`src/rtl/cacheline_adapter_if.sv`:
```
// Cache-side line request and memory-side burst signals for the cacheline adapter.
// The slave modport is the adapter's view. The master modport is the driver's view (cache plus memory model).
interface cacheline_adapter_if #(
    parameter int LINE_WIDTH  = 256,
    parameter int BURST_WIDTH = 64
);
    logic [31:0]             pmem_address;
    logic                    pmem_read;
    logic                    pmem_write;
    logic [LINE_WIDTH-1:0]   pmem_wdata;
    logic [LINE_WIDTH-1:0]   pmem_rdata;
    logic                    pmem_resp;
    logic [31:0]             burst_address;
    logic                    burst_read;
    logic                    burst_write;
    logic [BURST_WIDTH-1:0]  burst_wdata;
    logic [BURST_WIDTH-1:0]  burst_rdata;
    logic                    burst_resp;

    modport slave (
        input  pmem_address, pmem_read, pmem_write, pmem_wdata,
        input  burst_rdata, burst_resp,
        output pmem_rdata, pmem_resp,
        output burst_address, burst_read, burst_write, burst_wdata
    );

    modport master (
        output pmem_address, pmem_read, pmem_write, pmem_wdata,
        output burst_rdata, burst_resp,
        input  pmem_rdata, pmem_resp,
        input  burst_address, burst_read, burst_write, burst_wdata
    );
endinterface

```
`src/rtl/cacheline_adapter.sv`:
```
// Converts 256-bit cache line reads/writebacks into 4-beat 64-bit memory bursts.
// The read line and the writeback line use separate buffers, so a writeback never disturbs pmem_rdata.
module cacheline_adapter #(
    parameter int LINE_WIDTH  = 256,
    parameter int BURST_WIDTH = 64,
    parameter int BEATS       = LINE_WIDTH / BURST_WIDTH
) (
    input  logic               clk,
    input  logic               rst,
    cacheline_adapter_if.slave bus
);

    localparam int              CNT_W     = (BEATS > 1) ? $clog2(BEATS) : 1;
    localparam logic [CNT_W-1:0] LAST_BEAT = CNT_W'(BEATS - 1);
    localparam logic [31:0]      ADDR_MASK = ~(32'(LINE_WIDTH / 8) - 32'd1);

    typedef enum logic [1:0] {
        ST_IDLE  = 2'd0,
        ST_READ  = 2'd1,
        ST_WRITE = 2'd2,
        ST_DONE  = 2'd3
    } state_t;

    state_t                  r_state;
    state_t                  w_state_next;
    logic [CNT_W-1:0]        r_cnt;
    logic [CNT_W-1:0]        w_cnt_next;
    logic                    w_accept_write;
    logic                    w_accept_any;
    logic                    w_read_beat;
    logic [LINE_WIDTH-1:0]   r_wbuf;
    logic [LINE_WIDTH-1:0]   r_rbuf;
    logic [31:0]             r_burst_address;
    logic                    r_burst_read;
    logic                    r_burst_write;
    logic                    r_pmem_resp;
    logic [BURST_WIDTH-1:0]  w_burst_wdata;

    // Next-state and beat-counter logic
    always_comb begin
        w_state_next   = r_state;
        w_cnt_next     = r_cnt;
        w_accept_write = 1'b0;
        w_accept_any   = 1'b0;
        w_read_beat    = 1'b0;
        case (r_state)
            ST_IDLE: begin
                if (bus.pmem_write) begin
                    w_accept_write = 1'b1;
                    w_accept_any   = 1'b1;
                    w_state_next   = ST_WRITE;
                end else if (bus.pmem_read) begin
                    w_accept_any   = 1'b1;
                    w_state_next   = ST_READ;
                end else begin
                    w_state_next   = ST_IDLE;
                end
            end
            ST_READ, ST_WRITE: begin
                if (bus.burst_resp) begin
                    w_read_beat = (r_state == ST_READ);
                    if (r_cnt == LAST_BEAT) begin
                        w_state_next = ST_DONE;
                        w_cnt_next   = {CNT_W{1'b0}};
                    end else begin
                        w_cnt_next   = r_cnt + CNT_W'(1);
                    end
                end else begin
                    w_cnt_next = r_cnt;
                end
            end
            ST_DONE: begin
                w_state_next = ST_IDLE;
            end
            default: begin
                w_state_next = ST_IDLE;
                w_cnt_next   = {CNT_W{1'b0}};
            end
        endcase
    end

    // State and beat counter registers
    always_ff @(posedge clk or negedge rst) begin
        if (!rst) begin
            r_state <= ST_IDLE;
            r_cnt   <= {CNT_W{1'b0}};
        end else begin
            r_state <= w_state_next;
            r_cnt   <= w_cnt_next;
        end
    end

    // Request capture: address and writeback line are sampled only at acceptance
    always_ff @(posedge clk or negedge rst) begin
        if (!rst) begin
            r_burst_address <= 32'd0;
            r_wbuf          <= {LINE_WIDTH{1'b0}};
        end else begin
            if (w_accept_any) begin
                r_burst_address <= bus.pmem_address & ADDR_MASK;
            end else begin
                r_burst_address <= r_burst_address;
            end
            if (w_accept_write) begin
                r_wbuf <= bus.pmem_wdata;
            end else begin
                r_wbuf <= r_wbuf;
            end
        end
    end

    // Read line assembly, one beat slot per accepted memory beat
    always_ff @(posedge clk or negedge rst) begin
        if (!rst) begin
            r_rbuf <= {LINE_WIDTH{1'b0}};
        end else begin
            for (int b = 0; b < BEATS; b++) begin
                if (w_read_beat && (r_cnt == CNT_W'(b))) begin
                    r_rbuf[b*BURST_WIDTH +: BURST_WIDTH] <= bus.burst_rdata;
                end
            end
        end
    end

    // Handshake outputs registered from the next state so they track the state register exactly
    always_ff @(posedge clk or negedge rst) begin
        if (!rst) begin
            r_burst_read  <= 1'b0;
            r_burst_write <= 1'b0;
            r_pmem_resp   <= 1'b0;
        end else begin
            r_burst_read  <= (w_state_next == ST_READ);
            r_burst_write <= (w_state_next == ST_WRITE);
            r_pmem_resp   <= (w_state_next == ST_DONE);
        end
    end

    // Current write beat selected by the counter; zero outside a writeback
    always_comb begin
        w_burst_wdata = {BURST_WIDTH{1'b0}};
        if (r_state == ST_WRITE) begin
            for (int b = 0; b < BEATS; b++) begin
                if (r_cnt == CNT_W'(b)) begin
                    w_burst_wdata = r_wbuf[b*BURST_WIDTH +: BURST_WIDTH];
                end
            end
        end else begin
            w_burst_wdata = {BURST_WIDTH{1'b0}};
        end
    end

    assign bus.burst_address = r_burst_address;
    assign bus.burst_read    = r_burst_read;
    assign bus.burst_write   = r_burst_write;
    assign bus.burst_wdata   = w_burst_wdata;
    assign bus.pmem_resp     = r_pmem_resp;
    assign bus.pmem_rdata    = r_rbuf;

endmodule

```
`src/flat_wrapper.sv`:
```
// flat-port wrapper written by rule: the top's interface ports become plain ports
module cacheline_adapter_flat 
#(
    parameter int LINE_WIDTH  = 256,
    parameter int BURST_WIDTH = 64,
    parameter int BEATS       = LINE_WIDTH / BURST_WIDTH
)
  (clk, rst, bus_pmem_address, bus_pmem_read, bus_pmem_write, bus_pmem_wdata, bus_burst_rdata, bus_burst_resp, bus_pmem_rdata, bus_pmem_resp, bus_burst_address, bus_burst_read, bus_burst_write, bus_burst_wdata);
  cacheline_adapter_if #(.LINE_WIDTH(LINE_WIDTH), .BURST_WIDTH(BURST_WIDTH)) bus_i ();
  input  logic clk;
  input  logic rst;
  input wire logic [$bits(bus_i.pmem_address)-1:0] bus_pmem_address;
  input wire logic [$bits(bus_i.pmem_read)-1:0] bus_pmem_read;
  input wire logic [$bits(bus_i.pmem_write)-1:0] bus_pmem_write;
  input wire logic [$bits(bus_i.pmem_wdata)-1:0] bus_pmem_wdata;
  input wire logic [$bits(bus_i.burst_rdata)-1:0] bus_burst_rdata;
  input wire logic [$bits(bus_i.burst_resp)-1:0] bus_burst_resp;
  output wire logic [$bits(bus_i.pmem_rdata)-1:0] bus_pmem_rdata;
  output wire logic [$bits(bus_i.pmem_resp)-1:0] bus_pmem_resp;
  output wire logic [$bits(bus_i.burst_address)-1:0] bus_burst_address;
  output wire logic [$bits(bus_i.burst_read)-1:0] bus_burst_read;
  output wire logic [$bits(bus_i.burst_write)-1:0] bus_burst_write;
  output wire logic [$bits(bus_i.burst_wdata)-1:0] bus_burst_wdata;
  assign bus_i.pmem_address = bus_pmem_address;
  assign bus_i.pmem_read = bus_pmem_read;
  assign bus_i.pmem_write = bus_pmem_write;
  assign bus_i.pmem_wdata = bus_pmem_wdata;
  assign bus_i.burst_rdata = bus_burst_rdata;
  assign bus_i.burst_resp = bus_burst_resp;
  assign bus_pmem_rdata = bus_i.pmem_rdata;
  assign bus_pmem_resp = bus_i.pmem_resp;
  assign bus_burst_address = bus_i.burst_address;
  assign bus_burst_read = bus_i.burst_read;
  assign bus_burst_write = bus_i.burst_write;
  assign bus_burst_wdata = bus_i.burst_wdata;
  cacheline_adapter #(.LINE_WIDTH(LINE_WIDTH), .BURST_WIDTH(BURST_WIDTH), .BEATS(BEATS)) u_core (.clk(clk), .rst(rst), .bus(bus_i));
endmodule
```
`config.mk`:
```
export PLATFORM = sky130hd
export DESIGN_NAME = cacheline_adapter_flat
export DESIGN_NICKNAME = d
export VERILOG_FILES = /design/src/rtl/cacheline_adapter_if.sv /design/src/rtl/cacheline_adapter.sv /design/src/flat_wrapper.sv
export SDC_FILE = /design/constraint.sdc
export NUM_CORES = 1
export LEC_CHECK = 0
export CAP_MARGIN = 20
export CORE_AREA = 8 8 273 275
export DETAILED_ROUTE_END_ITERATION = 10
export DIE_AREA = 0 0 281 283
export PLACE_DENSITY_LB_ADDON = 0.25
export SLEW_MARGIN = 20
export SYNTH_ARGS = -nofsm -noshare
export SYNTH_HDL_FRONTEND = slang
export SYNTH_SLANG_ARGS = --single-unit
```
`constraint.sdc`:
```
create_clock -name clk -period 3.35 [get_ports clk]
set_clock_uncertainty 0.05 [all_clocks]
set_input_delay 0.8375 -clock clk [delete_from_list [all_inputs] [get_ports clk]]
set_output_delay 0.8375 -clock clk [all_outputs]
set_load 0.1 [all_outputs]
```
# Word level (Yosys, flattened, before mapping)

Cells that the tools add are included.

Register bits: 546
Bits in latches: 0
Memory bits (writable): 0
ROM bits: 0
Input port bits: 357
Logic and storage cells: 47
Memories: 0

$add $sub $neg: 1
Multiply operators: 0
Divide/modulo/power cells: 0
Order comparisons: 0
Equal/unequal tests: 9
Shift operators: 0
Multiplexer cells: 18
Bitwise gates (word level): 0
Reduce and logical (&&, ||, !) cells: 8

Operator list:

| kind                                          | count |
|---|---|
| two-way mux 64 bit                            | 5 |
| == test 2 bit, second input constant          | 6 |
| two-way mux 1 bit                             | 8 |
| two-way mux 2 bit                             | 4 |
| == test 2 x 1 -> 1 bit, second input constant | 3 |
| one-hot mux 2 bit (3 select lines)            | 1 |
| logical AND 1 bit                             | 4 |
| logical NOT 2 bit                             | 2 |
| adder 2 x 1 -> 2 bit, second input constant   | 1 |
| AND reduction 2 bit                           | 1 |
| OR reduction 2 bit                            | 1 |

# Longest topological paths before layout

Gate-level depths: netlist (run 1).

Depth in word-level cells: 6
Gate-level depth with buffers: 7

# Worst setup path before layout (run 1)

No wires, ideal clock.

Kind: register to output
Start: register u_core.r_cnt[1]
End: output port bus_burst_wdata[10]
Arrival: 3.426 ns
Data required time: 2.463 ns
Path slack: -0.964 ns
Cell stages (with the launch flop): 7
Buffers on the path: 2
Path through: dfrtp_1 -> inv_1 -> ha_1 -> buf_2 -> buf_1 -> a221oi_1 -> o21ai_0

Cells in the longest elaborated chain, start to end: 6

Ends and longest elaborated chain:

| item                            | line                     | source |
|---|---|---|
| start, declared                 | cacheline_adapter.sv:26  | `logic [CNT_W-1:0] r_cnt;` |
| start signal, assigned          | cacheline_adapter.sv:86  | `r_cnt <= {CNT_W{1'b0}};` |
| start signal, assigned          | cacheline_adapter.sv:89  | `r_cnt <= w_cnt_next;` |
| logical NOT 2 bit               | cacheline_adapter.sv:143 | `if (r_cnt == CNT_W'(b)) begin` |
| two-way mux 64 bit (3 in a row) | cacheline_adapter.sv:143 |  |
| two-way mux 64 bit *            | cacheline_adapter.sv:143 |  |
| two-way mux 64 bit *            | cacheline_adapter.sv:141 | `if (r_state == ST_WRITE) begin` |
| end, declared                   | flat_wrapper.sv:23       | `output wire logic [$bits(bus_i.burst_wdata)-1:0] bus_burst_wdata;` |

Every way passes the cells marked *; elsewhere a longest branch is shown, timed or not.

# Worst setup path after layout (run 1)

Start: register u_core.r_cnt[1]
End: output port bus_burst_wdata[34]

The elaborated chain is that of the path after synthesis.

==> qor.yml, run 1 <==
status: "finished, final reports clean"
overflow: 0
min_period_ns: 3.29
cp.required_ns: 2.46
fin_cells: 3235
yosys.area.top_type_share_pct: 59.4
coreArea_sq_mm: 0.0705
clock_latency_ns: 0.60
maxCapViolations: 0
synth_area_sq_mm: 0.0230
avgSynthCellArea_sq_um: 15.5
area_growth_syn_to_layout_pct: 49.3
dr.pass1.iters: 5
postLayoutSetupSlackWorst_ns: 0.0617
timing.fmax_mhz: 304
period_share_pct: 98.2
clockBufferDepth: 3
crit_type: "reg -> out"
final_common_cell: "dfrtp_1"
critPathMaxStageDelay_ns: 0.41
cts.clk_slew.worst_paths_ns: 0.06
cp-end-kind: "primary output"
rsz0062_at_grt: "yes"
io_buffers: 701
start_util_pct: 32.6
ys_warn_count: 0
track_usage_pct: 20.5
vias_per_cell: 4.81
row_count: 98
drtIter0Drc: 792
htreeDepth: 2
vias: 15500
routed_wl_microns: 84600
final_nets: 2588
ys_ff_latch: 546
start_kind: "register"
netlist_instances: 1483
wl_per_cell_microns: 26.2
dpl.cell_count: 3094
hp-class: "in -> async"
ios: 712
max_slew_margin_pct: 43.8
cts_tree: "built"
worstMarginPinSlew_ns: 0.843
critPathSlowestCell: "dfrtp_1"
synth-seq-area-share_pct: 59.4
hold_viol: 0
grt_max_degree: 81
cts_buffers: 61
place_ws_ns: 0.305
cp.arrival_ns: 2.40
drc: 0
finalSetupViolCount: 0
yosys.area.top_type: "dfrtp_1"
cts_root_buffer: "clkbuf_16"
ant_nets: 0
final_cell_mix: "dfrtp_1 (545), clkdlybuf4s50_1 (350), buf_4 (316), mux2_2 (300), mux2_4 (240)"
timing.setup.tns_ns: 0
grt_pass1_vias: 17500
clock-sinks: 546
die_w_microns: 281
die_area_sq_mm: 0.0795
synth_area_leaders: "dfrtp_1 (59%), mux2_4 (16%), mux2_2 (15%)"
die_y_microns: 283
synth_cell_types: 29
drv_slew: 0
globalplace.congestion: 0.817
worstPathCellList: "ha_2 -> buf_4 -> and2_4 -> buf_16 -> nand2_1 -> o21ai_2 -> buf_12"
grt_antenna_before_repair: 24
drive_above_1_share_pct: 52.0
hpwl_microns: 61100
hold_buffers: 0
crit_fanout: 16
fin_util_pct: 48.7
grt_pass1_wl_microns: 124000
sequential cells by signal, summed over array words and instances, names as in the netlist:
signal	flops
u_core.bus.burst_address	27
u_core.bus.burst_read	1
u_core.bus.burst_write	1
u_core.bus.pmem_rdata	256
u_core.bus.pmem_resp	1
u_core.r_cnt	2
u_core.r_state	2
u_core.r_wbuf	256
logic make-up (layout without fill, tap and decap cells):
logic type	count (synthesis)	count (layout)	share of synthesized area, %
flip-flops	546	546	59.4
multiplexers	540	540	30.3
adder cells (fa/ha/maj)	8	8	0.435
AND/OR/NAND/NOR	82	82	1.56
AO/OA/AOI/OAI	198	198	5.40
other	1	14	0.0163
buffers and inverters	108	897	2.88
synth_stat cells:
master    instances
conb_1            1
and2_1            1
nand2_4           4
buf_6            24
nand2_1          66
buf_2            43
o21ai_1          35
buf_1             4
buf_4             6
dfrtp_1         546
a21oi_1           2
o21ai_0          93
nor2b_1           3
nand3b_1          1
a221oi_1         64
nor2_1            3
mux2_2          300
mux2_4          240
nand3_1           1
ha_1              8
and3_1            1
o21ai_2           1
inv_2             1
a21o_1            1
nand2b_1          1
nor3_1            1
inv_1             6
o21a_1            2
clkbuf_1         24
layout make-up:
cell class / instances / area [sq um]
fillers: 6039 / 36100
flip-flops and latches: 546 / 13700
multi-input cells: 833 / 9270
repair buffers: 774 / 8070
clock buffers: 88 / 1770
well taps: 950 / 1190
clock inverters: 28 / 362
inverters: 7 / 26.3
diodes: 9 / 22.5
timing repair:
action,4_1_cts,5_1_grt
pin swaps,19,8
gates cloned,3,4
setup endpoints to repair,64,55
setup buffers,4,5
gates resized for setup,35,27
through the flow:
step,hold WS [ns],area (sq um)
after floorplan,0.421,23300
after global placement,0.432,31600
after detailed placement,0.438,31600
after CTS,0.201,34100
after global routing,0.195,34400
final,0.157,34400
final timing paths:
check,from,end,slack [ns],cells past startpoint
worst max-delay path,u_core.r_cnt[1],bus_burst_wdata[34],0.06,7
worst min-delay path,rst,u_core.r_wbuf[210],0.16,1
worst max register to register,u_core.r_state[0],u_core.bus.pmem_rdata[170],0.85,7
worst min register to register,u_core.r_wbuf[190],u_core.r_wbuf[190],0.45,1
max in group asynchronous,rst,u_core.bus.pmem_rdata[183],2.05,2
min in group clk,u_core.r_wbuf[190],u_core.r_wbuf[190],0.45,1
per-layer routing:
layer  track usage (%)  up-vias  wire, microns
met2              35.3      519          42500
met3              6.67      139           6430
met1              24.3     8045          33200
met5                 0        -            184
met4              5.95       30           2270
li1                  -     6812              -
worst max-delay path, delay by kind of cell, from the launching register on:
family / cells / cell delay, ns
buffers and inverters: 3 / 0.59
flip-flops: 1 / 0.41
adder cells (fa/ha/maj): 1 / 0.24
AO/OA/AOI/OAI: 1 / 0.11
AND/OR/NAND/NOR: 2 / 0.41
Power of run 1 is left out: the tool's default activity adds up to more than one toggle a clock period on the data nets, which glitch-free logic cannot reach.
==> run 2, diff against run 1 <==
--- a/config.mk
+++ b/config.mk
@@ -11,2 +11,3 @@
 export DIE_AREA = 0 0 281 283
+export GPL_ROUTABILITY_DRIVEN = 0
 export PLACE_DENSITY_LB_ADDON = 0.25
--- a/constraint.sdc
+++ b/constraint.sdc
@@ -4,2 +4,2 @@
 set_output_delay 0.8375 -clock clk [all_outputs]
-set_load 0.1 [all_outputs]
+set_load 0.05 [all_outputs]
==> qor.yml, run 2 (synthesized netlist as in run 1, its figures left out) <==
drtIter0Drc: 683  # -14%
die_w_microns: 281  # unchanged
p_clk_share_pct: 17.8
drive_above_1_share_pct: 39.7  # -12 points
switching_power_mw: 16.3
drc: 0  # unchanged
cp.required_ns: 2.46  # about the same
pwr-share-seq_pct: 29.2
worstMarginPinSlew_ns: 0.661  # -0.182 ns
p_leak_nw: 15.8
row_count: 98  # unchanged
drv_slew: 0  # unchanged
grt_pass1_wl_microns: 123000  # -0.60%
final_nets: 2605  # +0.66%
vias_per_cell: 4.77  # -0.74%
min_period_ns: 3.35  # +0.0641 ns
violations: "setup timing"
area_growth_syn_to_layout_pct: 54.4
postLayoutSetupSlackWorst_ns: -0.00234  # -0.0641 ns
fin_area_sq_mm: 0.0355  # +3.4%
switching_share_pct: 41.7
htreeDepth: 2  # unchanged
grt_antenna_before_repair: 24  # unchanged
comb_power_share_pct: 53.0
final_common_cell: "clkdlybuf4s50_1"
grt_pass1_vias: 17700  # +1.2%
start_kind: "register"
start_util_pct: 32.6  # unchanged
final_cell_mix: "clkdlybuf4s50_1 (636), dfrtp_1 (544), mux2_2 (300), mux2_4 (240), buf_12 (87)"
p_int_mw: 22.8
vias: 15600  # +0.084%
cts_root_buffer: "clkbuf_16"
r2r_setup_slack_ns: 0.92  # +0.07 ns
track_usage_pct: 20.5  # -0.059 points
cts_buffers: 61  # unchanged
coreArea_sq_mm: 0.0705  # unchanged
cts.clk_slew.worst_paths_ns: 0.06  # about the same
crit_fanout: 11  # -5
wl_per_cell_microns: 25.6  # -2.1%
clock_latency_ns: 0.62  # +0.02 ns
clockBufferDepth: 3  # unchanged
power_density_mw_per_mm2: 1100
finalSetupViolCount: 1  # +1
ant_nets: 0  # unchanged
period_share_pct: 100  # +1.9 points
grt_max_degree: 77  # -4.9%
clock-sinks: 546  # unchanged
timing.setup.tns_ns: -0.00234  # -0.00234 ns
hpwl_microns: 58600  # -4.2%
cts_tree: "built"
overflow: 0  # unchanged
max_slew_margin_pct: 55.8  # +12 points
maxCapViolations: 0  # unchanged
die_area_sq_mm: 0.0795  # unchanged
rsz0062_at_grt: "yes"
hp-class: "in -> async"
ios: 712  # unchanged
routed_wl_microns: 83500  # -1.3%
hold_viol: 0  # unchanged
crit_type: "reg -> out"
dr.pass1.iters: 4  # -1
cp.arrival_ns: 2.46  # +0.06 ns
die_y_microns: 283  # unchanged
status: "finished with violations"
timing.fmax_mhz: 298  # -1.9%
cp-end-kind: "primary output"
io_buffers: 701  # unchanged
worst_ir_drop_vdd_uv: 767
dpl_cell_area_sq_mm: 0.0320  # +1.3%
## run 2: final timing paths
path	startpoint	to	depth (start not counted)
max in group asynchronous	rst	u_core.bus.pmem_rdata[6]	3
setup / recovery	u_core.r_cnt[1]	bus_burst_wdata[15]	8
min in group clk	u_core.r_wbuf[182]	u_core.r_wbuf[182]	1
hold reg to reg	u_core.r_wbuf[182]	u_core.r_wbuf[182]	1
hold / removal	rst	u_core.r_wbuf[122]	1
setup reg to reg	u_core.r_state[0]	u_core.bus.pmem_rdata[76]	7
## run 2: what timing repair did
item,4_1_cts,5_1_grt
buffers inserted,10,7
pin swaps,34,35
gates resized for setup,132,58
endpoints found under the setup margin,64,62
hold endpoints to repair,0,0
cloned,10,1
hold buffers,0,0
## run 2: power by group through the flow
stage	Sequential, mW	Combinational (mW)	Clock, mW
floorplan	15.3	7.09	0
CTS	11.2	20.4	7.17
global placement	11.0	18.7	0
finish	11.4	20.7	6.97
detailed placement	11.2	18.9	0
global route	11.7	21.5	7.42
## run 2: metrics by stage
stage,std cells,hold WS [ns],power [mW],worst slack (ns),utilization [%]
after floorplan,1487,0.421,22.4,0.0539,-
after global placement,3099,0.432,29.7,0.382,45.5
after detailed placement,3099,0.438,30.0,0.340,45.5
after CTS,3232,0.0999,38.8,-0.0546,49.8
after global routing,3259,0.121,40.6,-0.0722,50.4
final,3262,0.120,39.0,-0.00234,50.4
## run 2: final cells by class
class / instances / area [sq um]
fill: 6000 / 35000
sequential: 546 / 13700
multi-input combinational: 834 / 9520
timing repair buffer: 790 / 8960
clock buffer: 88 / 1790
tap: 950 / 1190
clock inverter: 25 / 313
antenna: 22 / 55.1
inverter: 7 / 36.3
## run 2: per-layer routing
| layer | GRT usage, % | share of wire, % | vias to the layer above |
|---|---|---|---|
| met5 | 0 | 0.032 | - |
| met4 | 8.95 | 4.0 | 4 |
| met3 | 5.18 | 6.1 | 158 |
| met2 | 35.2 | 51 | 475 |
| met1 | 24.0 | 39 | 8040 |
| li1 | - | - | 6881 |
## run 2: worst max-delay path, stage by stage (launching register included)
cell       delay (ns)
dfrtp_2          0.47
inv_4            0.10
ha_4             0.21
nor2b_4          0.06
buf_12           0.14
bufbuf_16        0.30
a221oi_2         0.30
o21ai_2          0.10
buf_12           0.15
Note: power is estimated with default switching activity, not from simulation.
==> run 3, diff against run 2 <==
- CORE_AREA: 8 8 273 275 -> 2 2 275 277
- DIE_AREA: 0 0 281 283 -> 0 0 277 279
==> qor.yml, run 3 (synthesized netlist as in run 1, its figures left out) <==
dpl.cell_count: 3110  # +0.35%
die_w_microns: 277  # -1.4%
routed_wl_microns: 81400  # -2.5%
rsz0062_at_grt: "yes"
final_cell_mix: "clkdlybuf4s50_1 (636), dfrtp_1 (546), mux2_2 (300), mux2_4 (240), buf_12 (84)"
hp-class: "in -> async"
cp-end-kind: "primary output"
clock_latency_ns: 0.59  # -0.03 ns
die_area_sq_mm: 0.0773  # -2.8%
worst_ir_drop_vdd_uv: 687  # -11%
hold_viol: 0  # unchanged
track_usage_pct: 20.6  # +0.15 points
ios: 712  # unchanged
finalSetupViolCount: 0  # -1
vias: 15700  # +0.94%
cp.arrival_ns: 2.44  # -0.02 ns
multi_input_area_sq_mm: 0.00920  # -3.4%
grt_antenna_before_repair: 23  # -4.2%
fin_area_sq_mm: 0.0353  # -0.51%
r2r-end: "u_core.bus.pmem_rdata[129]"
r2r_setup_slack_ns: 0.95  # +0.03 ns
coreArea_sq_mm: 0.0741  # +5.1%
clockBufferDepth: 3  # unchanged
crit_buf_inv: 4  # unchanged
clock-sinks: 546  # unchanged
hold_buffers: 0  # unchanged
cpMostUsedCell: "buf_4"
grt_max_degree: 79  # +2.6%
cts.clk_slew.worst_paths_ns: 0.06  # about the same
final_nets: 2602  # -0.12%
dr.pass1.iters: 5  # +1
critPathMaxStageDelay_ns: 0.37  # -0.10 ns
htreeDepth: 3  # +1
worstMarginPinSlew_ns: 0.734  # +0.0730 ns
drv_slew: 0  # unchanged
cts_buffers: 66  # +8.2%
timing.fmax_mhz: 300  # +0.61%
grt_pass1_vias: 17400  # -1.5%
crit_fanout: 32  # +21
max_slew_margin_pct: 50.5  # -5.2 points
cp.depth: 7  # -1
io_buffers: 701  # unchanged
timing.setup.tns_ns: 0  # +0.00234 ns
overflow: 0  # unchanged
place_ws_ns: 0.353  # +0.0124 ns
power_density_mw_per_mm2: 1110  # +0.60%
drive_above_1_share_pct: 38.5  # -1.2 points
cp.required_ns: 2.46  # about the same
start_kind: "register"
grt_pass1_wl_microns: 119000  # -3.4%
ff2ff_path_depth: 7  # unchanged
row_count: 100  # +2.0%
critPathSlowestCell: "dfrtp_1"
worstPathCellList: "buf_4 -> ha_4 -> buf_4 -> clkbuf_16 -> a221oi_1 -> o21ai_1 -> buf_12"
area_growth_syn_to_layout_pct: 53.6
critical-path-top-delay-family: "buffers and inverters"
cts_root_buffer: "clkbuf_16"
period_share_pct: 99.5  # -0.61 points
drc: 0  # unchanged
hpwl_microns: 54400  # -7.2%
seq_area_sq_mm: 0.0137  # about the same
rr_startpoint: "u_core.r_cnt[1]"
p_leak_nw: 15.7  # -0.45%
vias_per_cell: 4.80  # +0.57%
final_common_cell: "clkdlybuf4s50_1"
fin_util_pct: 47.7  # -2.7 points
ant_nets: 0  # unchanged
dpl_cell_area_sq_mm: 0.0320  # -0.18%
fin_cells: 3274  # +0.37%
n_fill_cell: 6452  # +7.5%
cts_tree: "built"
wl_per_cell_microns: 24.9  # -2.9%
start_util_pct: 31.1  # -1.6 points
die_y_microns: 279  # -1.4%
postLayoutSetupSlackWorst_ns: 0.0180  # +0.0204 ns
maxCapViolations: 0  # unchanged
drtIter0Drc: 774  # +13%
min_period_ns: 3.33  # -0.0204 ns
status: "finished, final reports clean"
crit_type: "reg -> out"
==> run 3: cell types whose count changed in the layout (fill, tap and decap cells not counted), moves of 5 or more <==
cell,delta
clkbuf_16,+11
o21ai_2,-5
a221oi_4,-15
clkinvlp_4,+5
a221oi_1,+18
o21ai_1,+35
buf_4,-8
o21ai_0,-31
==> run 3: power by group <==
group / switching, mW / internal (mW) / leakage, nW
Sequential: 1.72 / 9.51 / 6.84
Clock: 2.92 / 4.45 / 1.09
Combinational: 11.5 / 8.95 / 7.80
==> run 3: metal layers <==
metal	vias up	wire, microns	GRT usage, %
met4	8	3430	10.4
met3	167	5000	5.50
li1	6881	-	-
met5	-	55	0
met2	546	41000	34.9
met1	8103	31900	24.2
==> run 3: cell type report <==
type	instances	share of cell area [%]
antenna	19	0.135
timing repair buffer	783	25.3
inverter	7	0.110
sequential	546	38.7
tap	969	3.43
clock inverter	26	0.956
clock buffer	91	5.37
multi-input combinational	833	26.0
==> run 3: worst max path at each step <==
stage	startpoint	to	slack, ns
after floorplan	u_core.r_cnt[1]	bus_burst_wdata[10]	0.05
after CTS	u_core.r_cnt[0]	bus_burst_wdata[38]	-0.09
after global routing	u_core.r_cnt[0]	bus_burst_wdata[59]	-0.08
after global placement	bus_burst_resp	u_core.bus.pmem_rdata[192]	0.37
after detailed placement	bus_burst_resp	u_core.bus.pmem_rdata[201]	0.35
final	u_core.r_cnt[1]	bus_burst_wdata[57]	0.02
==> run 3: what timing repair did <==
action | in CTS | in global routing
endpoints found under the setup margin | 64 | 59
gates resized for setup | 134 | 58
buffers inserted | 18 | 1
gates cloned | 10 | 2
pin swaps | 32 | 26
==> run 3: per-stage QoR <==
stage	hold slack (ns)	power, mW
after floorplan	0.421	22.4
after global placement	0.434	29.6
after detailed placement	0.438	29.9
after CTS	0.167	39.0
after global routing	0.193	40.7
final	0.174	39.1
